**src/rtl/seg7_pkg.sv**
```systemverilog
// Shared constants for the 7-segment digit receiver: hex font, blank codes
// and the digit index width.
package seg7_pkg;

    localparam int IDX_W = 3;

    localparam logic [6:0] SEG_OFF = 7'h7F;
    localparam logic [7:0] AN_OFF  = 8'hFF;

    // Active-low {g,f,e,d,c,b,a} patterns, entry 15 first.
    localparam logic [15:0][6:0] HEX_FONT = {
        7'h0E, 7'h06, 7'h21, 7'h46, 7'h03, 7'h08, 7'h10, 7'h00,
        7'h78, 7'h02, 7'h12, 7'h19, 7'h30, 7'h24, 7'h79, 7'h40
    };

endpackage

```
**src/rtl/seg7_scan_rx_hex_to_seg7.sv**
```systemverilog
// Combinational nibble to active-low 7-segment decode.
module hex_to_seg7
    import seg7_pkg::*;
(
    input  logic [3:0] nibble,
    output logic [6:0] seg
);

    assign seg = HEX_FONT[nibble];

endmodule

```
**src/rtl/seg7_scan_rx.sv**
```systemverilog
// Captures (sel, data) digit writes into a register file and scans the stored
// digits onto a common-anode display with a per-slot blank window.
module seg7_scan_rx
    import seg7_pkg::*;
#(
    parameter int NUM_DIGITS   = 8,
    parameter int SCAN_DIV     = 100000,
    parameter int BLANK_CYCLES = 1000
) (
    input  logic                  clk,
    input  logic                  rst,
    input  logic                  in_valid,
    input  logic [2:0]            in_sel,
    input  logic [3:0]            in_data,
    input  logic                  clear,
    output logic [NUM_DIGITS-1:0] an,
    output logic [6:0]            seg,
    output logic [IDX_W-1:0]      scan_idx
);

    localparam int PW = (SCAN_DIV > 2) ? $clog2(SCAN_DIV) : 1;

    logic [3:0]            digit [NUM_DIGITS];
    logic [NUM_DIGITS-1:0] vld;
    logic [PW-1:0]         pcnt;

    logic [3:0]            cur_digit;
    logic                  cur_vld;
    logic [6:0]            font_seg;
    logic [NUM_DIGITS-1:0] an_d;
    logic [6:0]            seg_d;

    // Clear is applied before the write so a same-cycle write survives.
    always_ff @(posedge clk) begin
        if (rst) begin
            vld <= '0;
            for (int i = 0; i < NUM_DIGITS; i++) digit[i] <= '0;
        end else begin
            if (clear) vld <= '0;
            for (int i = 0; i < NUM_DIGITS; i++) begin
                if (in_valid && in_sel == IDX_W'(i)) begin
                    digit[i] <= in_data;
                    vld[i]   <= 1'b1;
                end
            end
        end
    end

    always_ff @(posedge clk) begin
        if (rst) begin
            pcnt     <= '0;
            scan_idx <= '0;
        end else if (pcnt == PW'(SCAN_DIV - 1)) begin
            pcnt     <= '0;
            scan_idx <= (scan_idx == IDX_W'(NUM_DIGITS - 1)) ? '0 : scan_idx + 1'b1;
        end else begin
            pcnt <= pcnt + 1'b1;
        end
    end

    always_comb begin
        cur_digit = '0;
        cur_vld   = 1'b0;
        for (int i = 0; i < NUM_DIGITS; i++) begin
            if (scan_idx == IDX_W'(i)) begin
                cur_digit = digit[i];
                cur_vld   = vld[i];
            end
        end
    end

    hex_to_seg7 u_font (
        .nibble (cur_digit),
        .seg    (font_seg)
    );

    always_comb begin
        an_d  = AN_OFF[NUM_DIGITS-1:0];
        seg_d = SEG_OFF;
        if (pcnt >= PW'(BLANK_CYCLES) && cur_vld) begin
            an_d  = ~(NUM_DIGITS'(1) << scan_idx);
            seg_d = font_seg;
        end
    end

    always_ff @(posedge clk) begin
        if (rst) begin
            an  <= AN_OFF[NUM_DIGITS-1:0];
            seg <= SEG_OFF;
        end else begin
            an  <= an_d;
            seg <= seg_d;
        end
    end

endmodule

```
**config.mk**
```make
export PLATFORM = sky130hd
export DESIGN_NAME = seg7_scan_rx
export DESIGN_NICKNAME = d
export VERILOG_FILES = /design/src/rtl/seg7_pkg.sv /design/src/rtl/seg7_scan_rx_hex_to_seg7.sv /design/src/rtl/seg7_scan_rx.sv
export SDC_FILE = /design/constraint.sdc
export NUM_CORES = 1
export LEC_CHECK = 0
export CAP_MARGIN = 20
export CORE_MARGIN = 2
export CORE_UTILIZATION = 60
export CTS_BUF_LIST = sky130_fd_sc_hd__clkbuf_4
export CTS_CLUSTER_SIZE = 8
export DETAILED_ROUTE_END_ITERATION = 7
export GPL_TIMING_DRIVEN = 0
export PLACE_DENSITY = 0.87
export SLEW_MARGIN = 20
export SYNTH_ARGS = -nofsm -noshare
export SYNTH_HDL_FRONTEND = slang
export SYNTH_SLANG_ARGS = --single-unit
```
**constraint.sdc**
```tcl
create_clock -name clk -period 2.8 [get_ports clk]
set_clock_uncertainty 0.1 [all_clocks]
set_input_delay 0.7 -clock clk [delete_from_list [all_inputs] [get_ports clk]]
set_output_delay 0.7 -clock clk [all_outputs]
set_load 0.005 [all_outputs]
```
Word level (Yosys, flattened, before mapping)
Memories as Yosys holds them, arrays and structs flattened. A register that Yosys moved wholly into a read port is not among the register bits.
Cells that the tools add are included.

cells by class
  add/sub/neg operators = 2
  multiply operators = 0
  divide/modulo/power cells = 0
  $lt $le $gt $ge = 1
  equality and inequality tests = 15
  shifts and indexed selects = 1
  multiplexer cells = 60
  bitwise operators = 10
  reductions and logical operators = 21

operator list
  kind                                                                     number
  4-bit two-way mux                                                        16
  1-bit two-way mux                                                        42
  3-bit == test, second input constant                                     8
  17-bit by 1-bit adder with 17-bit output, second input constant          1
  17-bit == test, second input constant                                    1
  17-bit by 10-bit >= comparator with 1-bit output, second input constant  1
  2-bit nonzero test                                                       8
  3-bit by 2-bit == test with 1-bit output, second input constant          4
  1-bit logical AND                                                        9
  8-bit two-way mux                                                        1
  8-bit inverter                                                           1
  1-bit OR                                                                 8
  1-bit by 3-bit left shift with 8-bit output, first input constant        1
  3-bit by 1-bit == test with 1-bit output, second input constant          2
  3-bit logical NOT                                                        2
  2-bit OR reduction                                                       2
  3-bit by 1-bit adder with 3-bit output, second input constant            1
  3-bit two-way mux                                                        1
  1-bit inverter                                                           1

word-level totals
  register bits = 36
  latch bits = 0
  memory bits (writable) = 32
  memory bits (read-only) = 112
  logic and storage cells = 123
  memories kept = 2

memory list
  memory           depth  bits a word  rd ports  clocked after Yosys merged registers in  wr ports  line                           text
  (no name shown)  16     7            1         1                                        0         seg7_scan_rx_hex_to_seg7.sv:9  assign seg = HEX_FONT[nibble];
  digit            8      4            8         0                                        8         seg7_scan_rx.sv:23             logic [3:0] digit [NUM_DIGITS];

Longest topological paths before layout
Gate-level depths: netlist (run 1).

  depth after elaboration = 12
  gate-level depth with buffers = 15
  mapped depth without buffers = 13

Modules after synthesis
From an unflattened synthesis (run 1), not the netlist that was laid out.

second synthesis, totals
  cells, all modules = 372
  area, all modules = 3701.0 sq um

by module, submodules not included
  module        times used  cells each  area an instance (sq um)  seq. area each (sq um)
  seg7_scan_rx  1           340         3425.8                    1821.7
  hex_to_seg7   1           32          275.3                     0.0

Least setup slack after synthesis (run 1)
Ideal clock, no wire load.

  kind = flip-flop to flip-flop
  start = register scan_idx[1]
  end = register seg[6]
  library setup time = 0.138 ns
  arrival = 2.350 ns
  data required time = 2.562 ns
  path slack = 0.212 ns
  stages on the path, launching flop included = 15
  path buffers = 2
  period minus slack after synthesis = 2.588 ns
  path through = dfxtp_1 > inv_1 > ha_1 > buf_6 > buf_4 > a21oi_1 > o21ai_0 > a311oi_1 > nor2_1 > a21oi_2 > inv_1 > ha_1 > mux2_2 > nand2_1 > o211ai_1

between the ends
  word-level cells in the longest chain between the ends = 12

ends and longest elaborated chain
  item                                 line                text
  start: declaration                   seg7_scan_rx.sv:18  output logic [IDX_W-1:0] scan_idx
  start signal: assignment             seg7_scan_rx.sv:55  scan_idx <= (scan_idx == IDX_W'(NUM_DIGITS - 1)) ? '0 : scan_idx + 1'b1;
  3-bit logical NOT                    seg7_scan_rx.sv:65  if (scan_idx == IDX_W'(i)) begin
  1-bit two-way mux (8 in a row)       seg7_scan_rx.sv:65
  1-bit logical AND                    seg7_scan_rx.sv:80  if (pcnt >= PW'(BLANK_CYCLES) && cur_vld) begin
  1-bit inverter (no source line)      -
  2-bit OR reduction (no source line)  -
  end: declaration                     seg7_scan_rx.sv:17  output logic [6:0] seg,

Several ways; a longest one is shown, not always the timed one.
A chain may end at the register's enable or synchronous reset.

Worst setup path after layout (run 1)
  start = register scan_idx[1]
  end = register seg[2]

Same word-level chain as after synthesis.

==> results.txt, run 1 <==
- Initial antenna violation count: 0
- Nets: 419
- For this block, wires on met1 add up to 3200 µm.
- Area enclosed by the die boundary: 6500 µm²
- Main combinational cell family by area after synthesis: simple AND/OR/NAND/NOR gates
- The cell count after synthesis came out at 355.
- The count of nets left with antenna violations once routing finished came out at 0.
- Diodes inserted: 0
* Clock Tree Root: sky130_fd_sc_hd__clkbuf_4
* Post-Syn Nets: 380
- Residual DRC count: 0
- Clock-pin slew on the worst setup and hold paths: 0.12 ns
* Total CTS buffers: 9
* Detailed Route Iter0 Violations: 272
- Along the worst path, the maximum fanout reaches 18.
- The total area inside the core boundary comes to 5570 µm².
- In this run, synthesis produced a sequential element count of 75.
- Port buffering added 27 buffers.
* Min Clock Period, post-route: 2.75 ns
- Compared with the post-synthesis result, the final layout area differs by 15.4%.
- The startpoint identified for the worst register-to-register timing path is scan_idx[1].
- Walking the worst path, the cells encountered are inv_1, ha_1, buf_6, inv_1, and3_1, a2111oi_2, a2111oi_0, o211a_1, buf_4, o221ai_1.
* Worst slew margin relative to its limit: 0.566
* Leakage power total: 1.53 nW
* Area contributors post-synth: sky130_fd_sc_hd__edfxtp_1 (27%), sky130_fd_sc_hd__dfxtp_1 (24%), sky130_fd_sc_hd__nor2_1 (5.2%)
- Once layout is complete, the cells apart from fillers number 471.
- Data on the critical path is required at its endpoint by 3.02 ns.
- For this design the top-level I/O count stands at 29.
* Fill cell instance count of the final layout: 393
- Counting buffers and inverters, the worst setup path is 10 cells deep.
- Detail Route met3 WL: 644 µm
- The worst setup path is launched from a flop.
* Die Y: 80.6 µm
- The H-tree generated during clock tree synthesis spans 3 levels.
- Synth async-reset ratio: 0
- For this configuration, the core starts out at a cell density of 0.632.
* Switching part of the total power: 0.240
- STA classifies the critical path endpoint as a flop.
* Clock Path Buffers: 2
- Wire length per cell after detailed routing: 16.2 µm
- At the end of the flow the core is filled with cells to 0.729.
* Max Clk Rate: 0.363 GHz
* Switching power total: 0.456 mW
- Dividing the final minimum period by the clock period gives 0.983.
- Overflow left after global routing: 0
- Crit path top cell by count: sky130_fd_sc_hd__inv_1
- EDFF count, synth: 32
- Final weighted congestion in routability-driven placement: 0.893
- Global-route wire length before repair: 11,700 µm
* Synthesized cell area: 3520 µm²
* Number of clock sinks seen by CTS: 75
- Min-Delay Path Class: reg -> reg
* Routed via count: 2,771
* # rows: 27
- Registers take 1830 µm².
- After clock tree synthesis, the flow added hold-fix buffers numbering 0.
- Horiz. Die Dim: 80.6 µm
- Endpoint, Worst Hold: vld[7]
* Number of hold violations in the final report: 0
- Critical path start-end classification: reg -> reg
* Post-detailed-route via-to-cell ratio: 5.88
- Clock share of power: 0.294
- The tool flagged a number of max-cap violations equal to 0.
* Largest vdd supply drop: 0.434 mV
- Hold depth: 2
* Total placed cells including tap cells: 454
* Part of the total power dissipated in sequential elements: 0.631
- Fraction of the mapped netlist area in compound gates: 0.127
- Adder-cell area share of the yosys netlist: 0.0497
* Crit path max-delay family: compound AO/OA/AOI/OAI gates
* Syn Area/Cell: 9.92 µm²
- Ranked by instance count, the synthesized netlist is headed by sky130_fd_sc_hd__nor2_1 (49), sky130_fd_sc_hd__dfxtp_1 (43), sky130_fd_sc_hd__edfxtp_1 (32), sky130_fd_sc_hd__nand2_1 (25), sky130_fd_sc_hd__nand2b_1 (23).
* Number of max-slew violations in the final report: 0
* Highest signal layer in the routed design: met4
- Counting cells, the worst reg-to-reg path comes to 10.
* Number of distinct library cell variants in the gate-level netlist after synthesis: 54
* Parity-gate share of the synthesized area counting xor and xnor cells: 0.0373
* R2r setup slk: 0.05 ns
- Multiplexer share of the synthesized area: 0.00959
- The flow ran to the end, and the final reports show no timing, DRC or antenna violations.
- Setup violations remaining at the end of the flow were counted as 0.
- HP Start: vld[7]
* TritonCTS clock tree: yes
- Pre-Repair DR Iteration Count: 5
- For this design, the slowest cell found on the critical path is sky130_fd_sc_hd__a2111oi_0.
- Synth warn: 0
- Power per Cell Area: 467 nW/µm²
- Of the cells placed in the final design, the portion with a size suffix greater than 1 is 0.133.
* Insertion delay to the later sink of the worst-skew pair: 0.43 ns
- Cell accounting for the most synthesized area: sky130_fd_sc_hd__edfxtp_1
- Crit path largest cell delay: 0.60 ns
- The number of global-route vias before repair came to 2,499.
- The most common cell in the synthesized netlist is sky130_fd_sc_hd__nor2_1.
- Summed over all layers, the routed wires come to 7610 µm.
* Simple-gate share of the synthesized area: 0.207
- STA puts the critical path data arrival time at 2.97 ns.
- The share of total power dissipated in combinational logic is 0.076.
* Top_reg_cell synth: sky130_fd_sc_hd__dfxtp_1
- Routed length on met2: 3570 µm
- Seq/Total Area, Yosys: 0.517
- For this run, the total global-route usage over all layers was measured as 0.247.
* Origin of the worst setup path: scan_idx[1]
- Slew @ Worst Pin: 0.634 ns
- After layout, the design draws a total of 1.90 mW.
- After legalization and detailed placement, the total HPWL measured 5290 µm.
* Reg2reg end: seg[2]
- WP buf/inv: 4
- Of the post-synthesis cell area, the dominant cell type holds 0.273.
- In the final layout, the multi-input gates occupy 1560 µm².
- Entering global routing, the biggest net connects 12 pins.
- Cell internal power dissipation: 1.44 mW
[timing repair]
action	CTS	global route
gates cloned	0	0
resized for setup	3	19
pin swaps	1	4
buffers inserted	2	1
endpoints found under the setup margin	7	6
[routing by layer]
metal / track usage / vias to the layer above
li1: - / 1316
met1: 0.311 / 1307
met2: 0.395 / 128
met3: 0.0640 / 20
met4: 0.115 / 0
met5: 0 / -
[flip-flops by register name (all words and copies together) (netlist names)]
register / flops
scan_idx: 3
digit: 32
vld: 8
pcnt: 17
seg: 7
an: 8
[area by class of cell]
class | instances | area share
Inverter | 21 | 0.0194
Clock buffer | 12 | 0.0222
Tap cell | 72 | 0.0222
Multi-Input combinational cell | 242 | 0.383
Buffer | 15 | 0.0265
Timing Repair Buffer | 30 | 0.0729
Sequential cell | 75 | 0.450
Clock inverter | 4 | 0.00431
[power groups by stage]
stage               logic, mW  clock network, mW  registers, mW
floorplan              0.0925                  0           1.22
global placement        0.129                  0           1.22
detailed placement      0.134                  0           1.22
CTS                     0.139              0.552           1.20
global route            0.156              0.600           1.20
finish                  0.144              0.558           1.20
[kinds of logic (layout without fill, tap and decap cells)]
family / after synthesis / after routing
flip-flops: 75 / 75
XOR/XNOR: 15 / 15
multiplexers: 3 / 3
AO/OA/AOI/OAI: 64 / 64
buffers and inverters: 38 / 82
adder cells (fa/ha/maj): 14 / 14
AND/OR/NAND/NOR: 146 / 146
[stage by stage]
step,setup TNS (ns),worst slack [ns],hold slack [ns],area [µm²]
floorplan,0,0.212,0.341,3520
global placement,-0.628,-0.205,0.357,3880
detailed placement,-1.06,-0.284,0.365,3880
CTS,0,0.00679,0.381,4010
global route,-0.528,-0.0836,0.414,4070
finish,0,0.0489,0.380,4070
[worst max path at each step]
stage | to | slack [ns]
final | seg[2] | 0.05
after global routing | seg[2] | -0.08
after CTS | seg[3] | 0.007
after detailed placement | seg[3] | -0.28
after global placement | seg[6] | -0.21
after floorplan | seg[6] | 0.21
[placed cells by master (no fill, tap or decap), types with 5 or more instances in the layout]
cell type and count:
sky130_fd_sc_hd__nor2_1 49, sky130_fd_sc_hd__dfxtp_1 40, sky130_fd_sc_hd__edfxtp_1 32, sky130_fd_sc_hd__clkdlybuf4s50_1 27, sky130_fd_sc_hd__nand2_1 25, sky130_fd_sc_hd__nand2b_1 23, sky130_fd_sc_hd__a21oi_1 22, sky130_fd_sc_hd__inv_1 18
sky130_fd_sc_hd__nand3_1 17, sky130_fd_sc_hd__clkbuf_4 13, sky130_fd_sc_hd__xor2_1 11, sky130_fd_sc_hd__ha_1 10, sky130_fd_sc_hd__o21ai_0 7, sky130_fd_sc_hd__buf_4 6, sky130_fd_sc_hd__buf_6 5, sky130_fd_sc_hd__a31oi_1 5
sky130_fd_sc_hd__o221ai_1 5
[worst reg2reg max path, delay by kind of cell (launching register included)]
| kind | cells | cell delay [ns] |
|---|---|---|
| buf+inv | 4 | 0.62 |
| fa+ha+maj | 1 | 0.19 |
| flops | 1 | 0.38 |
| simple gates | 1 | 0.22 |
| compound gates | 4 | 1.13 |
Power figures use the tool's default switching activity.
==> inputs of run 2 (changes only) <==
--- a/config.mk
+++ b/config.mk
@@ -7,12 +7,12 @@
 export LEC_CHECK = 0
 export CAP_MARGIN = 20
 export CORE_MARGIN = 2
-export CORE_UTILIZATION = 60
+export CORE_UTILIZATION = 45
 export CTS_BUF_LIST = sky130_fd_sc_hd__clkbuf_4
 export CTS_CLUSTER_SIZE = 8
 export DETAILED_ROUTE_END_ITERATION = 7
 export GPL_TIMING_DRIVEN = 0
-export PLACE_DENSITY = 0.87
+export PLACE_DENSITY = 0.69
 export SLEW_MARGIN = 20
 export SYNTH_ARGS = -nofsm -noshare
 export SYNTH_HDL_FRONTEND = slang
==> run 2 against run 1 <==
Net effect:
- via count down 2.4%
- global-route usage is 6.2 points lower
- critical path depth is 5 higher
- critical endpoint is now seg[3]
- wire length fell by 0.59%
- core utilization shrank 18 points
==> results.txt, run 2 (synthesis results as in run 1) <==
- Startpoint Class: flop
- Max FFs per register: 32
- Cell internal power was estimated by the tool at 1.59 mW.
- Capturing element type of the critical path: flop
* Slew @ Worst Pin: 0.511 ns
- Routability-driven placement finished with a final weighted congestion of 0.923.
* Number of hold violations in the final report: 0
- Of the total power, registers draw 0.580.
* Overall Global Routing Usage: 0.184
- Global-route wire length before repair: 12,000 µm
- Total placed cells including tap cells: 484
* Die Y: 92.5 µm
- Counting both buffers and inverters, the worst setup path holds a total of 5.
* Post-synthesis to final-layout area growth: 18.6%
- Total routed wirelength: 7570 µm
- # rows: 32
- For this design the top-level I/O count stands at 29.
- In the final layout, the share of cells above drive strength 1 is 0.139.
- R2r setup slk: 0.11 ns
- The run finished with clean final reports.
- Fill cell instance count of the final layout: 713
- For this design, the slowest cell found on the critical path is sky130_fd_sc_hd__dfxtp_4.
* Crit path largest cell delay: 0.39 ns
- The repair_antennas step left the layout with diodes totalling 0.
- Finish-stage setup viols: 0
- Number of nets with antenna violations after detailed routing: 0
* Initial antenna violation count: 0
- Core footprint: 7650 µm²
* Max-Cap Viols: 0
- Total CTS buffers: 9
- The H-tree was split into 3 levels.
- CTS Hold Buffers Added: 0
* Post-layout total power: 2.06 mW
* Leakage power total: 1.56 nW
- In the final routed layout, each cell accounts on average for 15.0 µm.
* Routed via count: 2,704
* Power per Cell Area: 494 nW/µm²
* Critical path start-end classification: reg -> reg
- Horiz. Die Dim: 92.5 µm
- Of the total power, the clock network draws 0.349.
- Core Util, Final: 0.546
* TritonCTS clock tree: yes
- In the final layout, the registers with the most flip-flops are digit x32, pcnt x17.
- Part of the total power dissipated in combinational logic: 0.071
- Min-Delay Path Class: reg -> reg
* Register with the most flip-flops: digit
- Crit path max fanout: 10
* Crit path max-delay family: compound AO/OA/AOI/OAI gates
- In this run the deepest clock path goes through 2 buffers.
- Most common cell after layout, fill and taps aside: sky130_fd_sc_hd__nor2_1
- Setup TNS after final layout: 0 ns
- Clock-pin slew on the worst setup and hold paths: 0.11 ns
* Switching part of the total power: 0.228
- Starting density of the core: 0.461
- Critical path required time: 3.01 ns
- During placement, the flow inserted port buffers numbering 27.
* Largest vdd supply drop: 0.198 mV
- At the end of the flow, the number of nets in the layout was 424.
* Placed wire-length estimate after detailed placement: 5330 µm
- Leaving out fill and tap cells, the most frequent cells in the layout are sky130_fd_sc_hd__nor2_1 (49), sky130_fd_sc_hd__dfxtp_1 (40), sky130_fd_sc_hd__edfxtp_1 (32), sky130_fd_sc_hd__clkdlybuf4s50_1 (27), sky130_fd_sc_hd__nand2_1 (25).
* Post-route fraction of the period consumed by the critical path: 0.961
- Ordered list of cells on the worst path: buf_8, clkinvlp_4, ha_2, buf_4, a21oi_1, a21oi_1, a311oi_2, nor2_1, a21oi_2, inv_1, ha_2, inv_1, nor2_2, nor4b_2, a31oi_1
* Worst slew margin relative to its limit: 0.659
* Number of clock sinks seen by CTS: 75
- The finished layout holds 506 standard cells, fillers aside.
* Area enclosed by the die boundary: 8550 µm²
- After detailed routing, the number of remaining DRC violations is 0.
- Pre-Repair DR Iteration Count: 5
* Clock Tree Root: sky130_fd_sc_hd__clkbuf_4
- Insertion delay to the later sink of the worst-skew pair: 0.41 ns
- Detailed Route Iter0 Violations: 277
- Number of max-slew violations in the final report: 0
- Summed over all nets, the switching power comes to 0.471 mW.
- Worst hold-check slack: 0.390 ns
* Pin count of the biggest net entering global routing: 13
- Arrival time worst endpoint: 2.90 ns
- Post-detailed-route via-to-cell ratio: 5.34
- After global routing the overflow that remains totals 0.
- Min Clock Period, post-route: 2.69 ns
- Static timing analysis puts the maximum clock frequency at 0.372 GHz.
- The number of global-route vias before repair came to 2,479.
-- run 2: changes by cell type in the layout (fill, tap and decap cells not counted), moves of 2 or more --
cell                         before  now
sky130_fd_sc_hd__buf_4            6   12
sky130_fd_sc_hd__clkinvlp_4       0    2
sky130_fd_sc_hd__clkinv_2         2    0
sky130_fd_sc_hd__buf_6            5    2
sky130_fd_sc_hd__bufinv_16        0    2
sky130_fd_sc_hd__ha_2             3    5
sky130_fd_sc_hd__inv_2            3    1
sky130_fd_sc_hd__clkbuf_4        13   11
sky130_fd_sc_hd__clkinv_1         2    4
-- run 2: power groups by stage --
stage	Combinational, mW	Sequential [mW]	Clock, mW
final	0.146	1.20	0.720
after global routing	0.161	1.20	0.776
after CTS	0.142	1.20	0.732
after detailed placement	0.136	1.22	0
after global placement	0.133	1.22	0
after floorplan	0.0925	1.22	0
-- run 2: final timing paths --
kind | start | depth (start not counted) | end
max | scan_idx[2] | 15 | seg[3]
min | vld[6] | 2 | vld[6]
max reg2reg | scan_idx[2] | 15 | seg[3]
min reg2reg | vld[6] | 2 | vld[6]
-- run 2: timing repair --
item,in CTS,in global routing
pin swaps,1,3
gates cloned,0,0
setup endpoints to repair,7,6
setup buffers,4,3
resized for setup,7,13
-- run 2: cell type report --
| type | count | area, µm² | share of cell area |
|---|---|---|---|
| clock buffers | 9 | 67.6 | 0.0162 |
| clock inverters | 7 | 82.6 | 0.0198 |
| plain buffers | 16 | 115 | 0.0276 |
| inverters | 21 | 82.6 | 0.0198 |
| well taps | 102 | 128 | 0.0305 |
| multi-input cells | 242 | 1550 | 0.371 |
| repair buffers | 34 | 323 | 0.0773 |
| flip-flops and latches | 75 | 1830 | 0.438 |
-- run 2: through the flow --
| step | area (µm²) | setup WS, ns |
|---|---|---|
| finish | 4180 | 0.110 |
| CTS | 4130 | 0.00370 |
| floorplan | 3520 | 0.212 |
| global placement | 3920 | -0.272 |
| global route | 4180 | -0.00559 |
| detailed placement | 3920 | -0.323 |
-- run 2: worst reg2reg max path, delay by kind of cell (launching register included) --
kind	cells	cell delay [ns]
adders and majority gates	2	0.41
AOI/OAI and AO/OA	5	0.71
and+or+nand+nor	3	0.37
DFF	1	0.39
buffers and inverters	5	0.60
-- run 2: routing by layer --
metal  global-route usage  up-vias  part of all wire
met2                0.286       99              0.45
met5                    0        -                 0
met4               0.0933        0             0.023
li1                     -     1322                 -
met1                0.243     1267              0.47
met3               0.0391       16             0.058
==> inputs of run 3 (changes only) <==
--- a/config.mk
+++ b/config.mk
@@ -13,6 +13,7 @@
 export DETAILED_ROUTE_END_ITERATION = 7
 export GPL_TIMING_DRIVEN = 0
 export PLACE_DENSITY = 0.69
+export RECOVER_POWER = 50
 export SLEW_MARGIN = 20
 export SYNTH_ARGS = -nofsm -noshare
 export SYNTH_HDL_FRONTEND = slang
==> run 3 against run 2 <==
Net effect:
- sequential cell count unchanged
- cell count did not move
- largest cell class unchanged
- non-clock buffer count did not move
- design area down 0.21%
- via count is 0.67% lower
- critical endpoint unchanged
- clock power about the same
- sequential share of layout area rose by 0.092 points
- wire length rose by 0.15%
- largest power group unchanged
==> results.txt, run 3 (synthesis results as in run 1) <==
- The flow ran to the end, and the final reports show no timing, DRC or antenna violations.
- The floorplan step defined a core boundary enclosing 7650 µm².
- Highest-count cells in the layout ignoring fill and taps: sky130_fd_sc_hd__nor2_1 (49), sky130_fd_sc_hd__dfxtp_1 (40), sky130_fd_sc_hd__edfxtp_1 (32), sky130_fd_sc_hd__nand2_1 (25), sky130_fd_sc_hd__nand2b_1 (23)
- Overall Global Routing Usage: 0.184
- IR analysis of the VDD net gives a maximum drop of 0.197 mV.
- Leaving out fill and tap cells, the most frequent cell in the layout is sky130_fd_sc_hd__nor2_1.
- The slowest stage of the critical path belongs to the cell sky130_fd_sc_hd__dfxtp_4.
* Setup TNS after final layout: 0 ns
- Largest registers: digit x32, pcnt x17
- The tightest min-delay check is of the reg -> reg type.
- After clock tree synthesis, the clock-pin slew on the worst setup and hold paths is 0.11 ns.
* Diodes inserted: 0
- The first detailed-routing pass ran for 5 iterations.
* Die Y: 92.5 µm
- For this run, the slowest stage of the critical path takes 0.39 ns.
- Register with the most flip-flops: digit
* Switching part of the total power: 0.228
- The worst setup path is of the reg -> reg kind.
- Post-synthesis to final-layout area growth: 18.4%
* Finish-stage setup viols: 0
- Worst slew margin relative to its limit: 0.523
- Post-route fraction of the period consumed by the critical path: 0.957
- After the last flow step, the layout net total stands at 424.
- Total CTS buffers: 9
* Initial antenna violation count: 0
- The final hold violation count came to 0.
- Wire length per cell after detailed routing: 15.0 µm
* Slew @ Worst Pin: 0.710 ns
- Crit path max-delay family: compound AO/OA/AOI/OAI gates
- The share of total power dissipated in the clock network is 0.350.
* Min Clock Period, post-route: 2.68 ns
- Max Clk Rate: 0.373 GHz
- Clock latency on the worst-skew pair, taken at its later pin, is 0.41 ns.
- The register with the most flip-flops in the layout has 32 of them.
- The first global-routing pass estimated 12,000 µm of wire.
- The first routing iteration left 292 violations.
- Overflow left after global routing: 0
- For this design the static power due to leakage is 1.56 nW.
- Routed via count: 2,686
* Crit path max fanout: 10
* Starting density of the core: 0.461
- Number of nets with antenna violations after detailed routing: 0
- Via count of the first global-routing pass: 2,479
* I/O Pins: 29
- After detailed placement, the total cell area comes to 3920 µm².
- TritonCTS built the clock tree.
- Area enclosed by the die boundary: 8550 µm²
- Across the run, the number of max-cap violations was 0.
- Post-detailed-route via-to-cell ratio: 5.31
- Counting both buffers and inverters, the worst setup path holds a total of 5.
* Number of max-slew violations in the final report: 0
- For the worst setup path, the data required time is 3.01 ns.
- Placed wire-length estimate after detailed placement: 5330 µm
* Arrival time worst endpoint: 2.89 ns
- Switching power total: 0.471 mW
- Share of final-layout standard cells stronger than drive strength 1: 0.134
* H-tree depth reported by CTS: 3
- Clock Tree Root: sky130_fd_sc_hd__clkbuf_4
* Cell internal power dissipation: 1.59 mW
- For this block, the routed nets add up to 7580 µm of wire.
* Horiz. Die Dim: 92.5 µm
- R2r setup slk: 0.12 ns
* CTS Hold Buffers Added: 0
- Fill cells in the final layout number 716.
* Clock Path Buffers: 2
- Part of the total power dissipated in combinational logic: 0.070
- Residual DRC count: 0
- Capturing element type of the critical path: flop
- The share of total power dissipated in sequential elements is 0.581.
- Core Util, Final: 0.545
* Pin count of the biggest net entering global routing: 13
* Port buffer count: 27
- Final weighted congestion in routability-driven placement: 0.923
- Number of clock sinks seen by CTS: 75
* # rows: 32
- STA classifies the critical path startpoint as a flop.
- Power per Cell Area: 494 nW/µm²
- Final Instance Area: 4170 µm²
- Traced cell by cell, the critical path runs through buf_8, clkinvlp_4, ha_2, buf_4, a21oi_1, a21oi_1, a311oi_2, nor2_1, a21oi_2, inv_1, ha_2, inv_1, nor2_2, nor4b_2, a31oi_1.
==> run 3: cell types whose count changed in the layout (fill, tap and decap cells not counted), sizes merged <==
cell / before / now
clkdlybuf4s50: 27 / 21
dlygate4sd3: 0 / 6
buf: 17 / 16
clkbuf: 15 / 16
==> run 3: layout make-up <==
type | instances | area, µm² | share of cell area
flip-flops and latches | 75 | 1830 | 0.439
multi-input cells | 242 | 1540 | 0.370
clock inverters | 7 | 82.6 | 0.0198
well taps | 102 | 128 | 0.0306
clock buffers | 9 | 67.6 | 0.0162
repair buffers | 34 | 323 | 0.0774
plain buffers | 16 | 111 | 0.0267
inverters | 21 | 82.6 | 0.0198
==> run 3: power groups by stage <==
stage	combinational [mW]	clock, mW	sequential (mW)
global route	0.159	0.776	1.20
detailed placement	0.136	0	1.22
finish	0.143	0.720	1.20
CTS	0.142	0.732	1.20
floorplan	0.0925	0	1.22
global placement	0.133	0	1.22
==> run 3: layer usage <==
layer,up-vias,part of all wire,global-route usage
met1,1260,0.46,0.243
met4,0,0.020,0.0933
met3,13,0.063,0.0391
met2,95,0.46,0.286
li1,1318,-,-
met5,-,0,0
==> run 3: per-stage QoR <==
stage	hold WS [ns]	total power, mW	setup WS (ns)	cells
6_report	0.390	2.06	0.120	506
5_1_grt	0.409	2.14	-0.00559	506
4_1_cts	0.395	2.07	0.00370	504
3_5_place_dp	0.371	1.36	-0.323	484
3_3_place_gp	0.361	1.36	-0.272	484
2_1_floorplan	0.341	1.31	0.212	355
==> run 3: path summary, 6_finish.rpt <==
kind	endpoint	start	cells after the start
hold reg to reg	vld[6]	vld[6]	2
hold / removal	vld[6]	vld[6]	2
setup / recovery	seg[3]	scan_idx[2]	15
setup reg to reg	seg[3]	scan_idx[2]	15
==> run 3: repair_timing <==
action / 4_1_cts / 5_1_grt
resized for setup: 7 / 13
setup buffers: 4 / 3
setup endpoints to repair: 7 / 6
pin swaps: 1 / 3
==> run 3: worst min-delay path: cells and delay by family (launching register included) <==
kind,cells,cell delay (ns)
DFF,1,0.33
and+or+nand+nor,1,0.07
AOI/OAI and AO/OA,1,0.06
